$ cat config.mk
export PLATFORM = sky130hd
export DESIGN_NAME = dac_sample_pacer
export DESIGN_NICKNAME = d
export VERILOG_FILES = /design/src/rtl/dac_sample_pacer.sv
export SDC_FILE = /design/constraint.sdc
export NUM_CORES = 1
export LEC_CHECK = 0
export BUFFER_PORTS_ARGS = -buffer_cell sky130_fd_sc_hd__buf_4
export CORE_ASPECT_RATIO = 0.5
export CORE_MARGIN = 3
export CORE_UTILIZATION = 50
export CTS_CLUSTER_SIZE = 24
export DETAILED_ROUTE_END_ITERATION = 12
export PLACE_DENSITY = 0.68
export SLEW_MARGIN = 5
export SYNTH_ARGS = -nofsm -noshare
export SYNTH_HDL_FRONTEND = slang
export SYNTH_SLANG_ARGS = --single-unit
export TNS_END_PERCENT = 10
$ cat constraint.sdc
create_clock -name clk -period 5 [get_ports clk]
set_clock_uncertainty 0.1 [all_clocks]
set_input_delay 1.5 -clock clk [delete_from_list [all_inputs] [get_ports clk]]
set_output_delay 1.5 -clock clk [all_outputs]
set_load 0.1 [all_outputs]
$ cat src/rtl/dac_sample_pacer.sv
// ---------------------------------------------------------------------------
// dac_sample_pacer
//
// Takes the RVMyth core's 10-bit `out` bus and plays it into a DAC at a
// uniform, programmable update rate. Each distinct core value is captured
// once and queued in a small circular FIFO. A pacing divider releases the
// queued values to the DAC one per tick.
//
// Ports
//   clk          in   single clock, all state on the rising edge
//   reset        in   asynchronous active-low reset
//   core_out     in   WIDTH  sample from the core
//   capture_en   in   enables capture of new samples
//   div          in   DIV_W  pacing period minus one (tick every div+1 cycles)
//   clear_flags  in   synchronous clear of overflow/underrun
//   dac_code     out  WIDTH  registered DAC input code
//   dac_strobe   out  one-cycle pulse after each dac_code update
//   fifo_count   out  $clog2(DEPTH)+1  current FIFO occupancy
//   overflow     out  sticky: a sample was dropped because the FIFO was full
//   underrun     out  sticky: a tick found the FIFO empty after playback began
// ---------------------------------------------------------------------------
module dac_sample_pacer #(
    parameter int WIDTH = 10,
    parameter int DEPTH = 8,
    parameter int DIV_W = 8
) (
    input  logic                     clk,
    input  logic                     reset,
    input  logic [WIDTH-1:0]         core_out,
    input  logic                     capture_en,
    input  logic [DIV_W-1:0]         div,
    input  logic                     clear_flags,
    output logic [WIDTH-1:0]         dac_code,
    output logic                     dac_strobe,
    output logic [$clog2(DEPTH):0]   fifo_count,
    output logic                     overflow,
    output logic                     underrun
);

    localparam int AW = $clog2(DEPTH);
    localparam int CW = AW + 1;
    localparam logic [CW-1:0] FULL_COUNT = CW'(DEPTH);

    // Sample storage; read combinationally at the head, written on push.
    logic [WIDTH-1:0] mem [DEPTH];

    logic [WIDTH-1:0] in_q_reg;
    logic [WIDTH-1:0] last_q_reg;
    logic             last_v_reg;
    logic [AW-1:0]    wr_ptr_reg;
    logic [AW-1:0]    rd_ptr_reg;
    logic [CW-1:0]    count_reg;
    logic [CW-1:0]    count_next;
    logic [DIV_W-1:0] cnt_reg;
    logic             primed_reg;
    logic [WIDTH-1:0] dac_code_reg;
    logic             strobe_reg;
    logic             overflow_reg;
    logic             underrun_reg;

    logic push_req;
    logic push_ok;
    logic pop;
    logic tick;
    logic fifo_empty;
    logic fifo_full;
    logic ovf_set;
    logic unr_set;

    always_comb begin
        // last_v is cleared by reset so the first sample after reset is
        // always queued, even when it equals the value seen before reset.
        push_req   = capture_en & (~last_v_reg | (in_q_reg != last_q_reg));
        // ">=" rather than "==" so that lowering div below the running
        // count produces a tick on the next edge instead of a long wrap.
        tick       = (cnt_reg >= div);
        fifo_empty = (count_reg == '0);
        fifo_full  = (count_reg == FULL_COUNT);
        pop        = tick & ~fifo_empty;
        // A pop in the same cycle frees a slot, so a push is accepted even
        // when full as long as a pop happens alongside it.
        push_ok    = push_req & (~fifo_full | pop);
        ovf_set    = push_req & fifo_full & ~pop;
        unr_set    = tick & fifo_empty & primed_reg;

        count_next = count_reg;
        case ({push_ok, pop})
            2'b10:   count_next = count_reg + CW'(1);
            2'b01:   count_next = count_reg - CW'(1);
            default: count_next = count_reg;
        endcase
    end

    always_ff @(posedge clk) begin
        if (push_ok) begin
            mem[wr_ptr_reg] <= in_q_reg;
        end
    end

    always_ff @(posedge clk or negedge reset) begin
        if (!reset) begin
            in_q_reg     <= '0;
            last_q_reg   <= '0;
            last_v_reg   <= 1'b0;
            wr_ptr_reg   <= '0;
            rd_ptr_reg   <= '0;
            count_reg    <= '0;
            cnt_reg      <= '0;
            primed_reg   <= 1'b0;
            dac_code_reg <= '0;
            strobe_reg   <= 1'b0;
            overflow_reg <= 1'b0;
            underrun_reg <= 1'b0;
        end else begin
            in_q_reg <= core_out;

            // The change detector advances on every request, accepted or
            // not, so a dropped value is never retried.
            if (push_req) begin
                last_q_reg <= in_q_reg;
                last_v_reg <= 1'b1;
            end

            if (push_ok) begin
                wr_ptr_reg <= wr_ptr_reg + AW'(1);
            end

            if (tick) begin
                cnt_reg <= '0;
            end else begin
                cnt_reg <= cnt_reg + DIV_W'(1);
            end

            if (pop) begin
                dac_code_reg <= mem[rd_ptr_reg];
                rd_ptr_reg   <= rd_ptr_reg + AW'(1);
                primed_reg   <= 1'b1;
            end
            strobe_reg <= pop;

            count_reg <= count_next;

            // A set event in the same cycle as clear_flags wins.
            overflow_reg <= ovf_set | (overflow_reg & ~clear_flags);
            underrun_reg <= unr_set | (underrun_reg & ~clear_flags);
        end
    end

    assign dac_code   = dac_code_reg;
    assign dac_strobe = strobe_reg;
    assign fifo_count = count_reg;
    assign overflow   = overflow_reg;
    assign underrun   = underrun_reg;

endmodule
==> flow_metrics.env <==
export IMPL_run_status="complete, no violations"
export IMPL_ctsHoldBuffers=0
export IMPL_cts_htree_levels=4
export IMPL_cpPeakStageDelay_ps=540
export IMPL_tns_ps=0
export IMPL_core_area_um2=10400
export IMPL_cts_root_buf="clkbuf_16"
export IMPL_rsz0062_at_grt="false"
export IMPL_max_slew_margin_rel=0.299
export IMPL_cpMostUsedCell="inv_1"
export IMPL_critical_path_startpoint_type="input port"
export IMPL_ant_nets=0
export IMPL_critPathKind="input port to flip-flop"
export IMPL_die_h_um=79.9
export IMPL_dp_hpwl_um=6360
export IMPL_routedWlPerCell_um=19.0
export IMPL_power_mw=4.41
export IMPL_syn_num_nets=368
export IMPL_cp_cell_sequence="buf_4 -> inv_1 -> ha_1 -> a2111oi_0 -> o21a_1 -> or3_1 -> inv_1 -> nand2_1 -> inv_1 -> ha_1 -> a21o_1 -> a21o_1 -> inv_1 -> nand3_1 -> mux2_2 -> o221ai_2"
export IMPL_vias=2886
export IMPL_largest_reg_flops=80
export IMPL_ys_seq_area_frac=0.684
export IMPL_insertion_delay_ps=410
export IMPL_fin_crit_sh=0.805
export IMPL_ys_flop_type="edfxtp_1"
export IMPL_dpl_cell_area_um2=5960
export IMPL_synth_cell_type_count=43
export IMPL_crit_arrival_ps=4250
export IMPL_required_ps=5220
export IMPL_grt_max_degree=54
export IMPL_finalSetupViolations=0
export IMPL_yosysWarnings=0
export IMPL_final_nets=423
export IMPL_worstMarginPinSlew_ps=1050
export IMPL_start_util=0.524
export IMPL_design_area_um2=6620
export IMPL_tritoncts="yes"
export IMPL_dieArea_um2=12300
export IMPL_clock_sinks=133
export IMPL_post_cts_buffers=0
export IMPL_hold_viol_final=0
export IMPL_timing_fmax_ghz=0.249
export IMPL_vias_per_cell=5.34
export IMPL_p_leak_nw=2.59
export IMPL_cts_resized=0
export IMPL_drt_wl_total_um=10300
export IMPL_overflow=0
export IMPL_dp_slack_ps=588
export IMPL_p_per_area_nw_per_um2=666
export IMPL_largest_register="mem"
export IMPL_grt_first_pass_wirelength_um=16400
export IMPL_cap_violations=0
export IMPL_synthesis_area_um2=5450
export IMPL_setup_slack_ps=977
export IMPL_crit_slowest_cell="a2111oi_0"
export IMPL_gp_congestion=0.783
export IMPL_grt_use_total=0.182
export IMPL_syn_inst=332
export IMPL_io_pin_count=39
export IMPL_dr_pass1_iters=4
export IMPL_grt_pass1_vias=3056
export IMPL_period_minus_slack_ps=4020
export IMPL_drive_above_1_share=0.305
export IMPL_die_w_um=154
export IMPL_finalCoreUtilization=0.636
export IMPL_io_buffers=38
export IMPL_async_reset_ff_frac=0.398
export IMPL_area_delta_synth_final_pct=21.4
export IMPL_end_kind="flip-flop"
export IMPL_mostFrequentLayoutCells="edfxtp_1, dfrtp_1, buf_4, mux4_2, inv_1"
export IMPL_synth_edf_count=80
export IMPL_slew_violations=0
export IMPL_cts_max_path_buffers=2
export IMPL_hp_class="flip-flop to flip-flop"
export IMPL_clkTransAtPathRegs_ps=60
export IMPL_cts_buffers=17
export IMPL_ys_ff_latch=133
export IMPL_vdd_drop_max_mv=0.386
export IMPL_num_rows=26
export IMPL_antenna_found_initial=0
export IMPL_critPathTopFamily="compound AO/OA/AOI/OAI gates"
export IMPL_syn_avg_cell_area_um2=16.4
export IMPL_dr_first_iter_drc_count=132
export IMPL_antenna_cells=0
export IMPL_final_common_cell="edfxtp_1"
export IMPL_crit_buf_inv=5
export IMPL_remaining_drc_errors=0
export IMPL_crit_fanout=4
report_power, final:
group	switching, mW	internal [mW]	leakage (nW)
clock	0.444	0.912	0.318
combinational	0.912	0.520	0.907
sequential	0.218	1.41	1.36
total	1.57	2.84	2.59
cell usage after synthesis (3+ instances only):
library cell	instances	share of area
o21ai_0	13	0.012
nand2b_1	4	0.0046
nor2_1	10	0.0069
inv_1	18	0.012
dfrtp_1	53	0.24
xnor2_1	16	0.026
xor2_1	6	0.0096
buf_4	3	0.0041
clkbuf_1	4	0.0028
o21a_1	3	0.0041
nor3_1	3	0.0028
edfxtp_1	80	0.44
nand2_1	17	0.012
mux2_2	12	0.025
nand4_1	3	0.0034
mux4_2	20	0.083
nand3_1	8	0.0073
ha_1	13	0.030
buf_2	4	0.0037
mux2i_1	11	0.020
nor4b_1	4	0.0064
metrics by stage:
step	instances	hold WS, ps
after global routing	540	394
final	540	380
after detailed placement	508	365
after floorplan	332	334
after global placement	508	354
after CTS	540	381
area by class of cell:
class	instances	area [um2]
inverters	18	67.6
multi-input cells	168	1620
clock inverters	12	201
well taps	140	175
repair buffers	49	368
flip-flops and latches	133	3730
fillers	750	3790
clock buffers	20	457
final timing paths:
check                       startpoint       endpoint  slack (ps)  cells past startpoint
max                             div[6]  fifo_count[3]         980                     16
min                        dac_code[2]    dac_code[2]         380                      2
max reg2reg                 cnt_reg[0]  fifo_count[3]        1700                     16
min reg2reg                dac_code[2]    dac_code[2]         380                      2
max in group asynchronous        reset  wr_ptr_reg[1]        3270                      1
min in group asynchronous        reset    dac_code[6]        1030                      1
per-layer routing:
metal | track usage | share of wire | up-vias
met4 | 0.0493 | 0.0048 | 0
li1 | - | - | 1357
met3 | 0.0612 | 0.050 | 6
met5 | 0 | 0 | -
met1 | 0.236 | 0.46 | 1466
met2 | 0.300 | 0.49 | 57
cells by family after synthesis:
family | Yosys count | synth area share
compound gates | 29 | 0.0367
xor+xnor | 22 | 0.0353
fa+ha+maj | 14 | 0.0335
buf+inv | 31 | 0.0257
flops | 133 | 0.684
mux | 44 | 0.130
simple gates | 59 | 0.0548
worst register-to-register path, cell delays in order, from the launching register on:
cell,delay [ps]
dfrtp_1,430
inv_1,80
ha_1,260
nand2b_1,160
a2111oi_2,410
o21a_1,220
or3_1,130
inv_1,80
nand2_1,110
inv_1,70
ha_1,270
a21o_1,180
a21o_1,180
inv_1,70
nand3_1,70
mux2_2,280
o221ai_2,140
(Power assumes the default switching activity.)
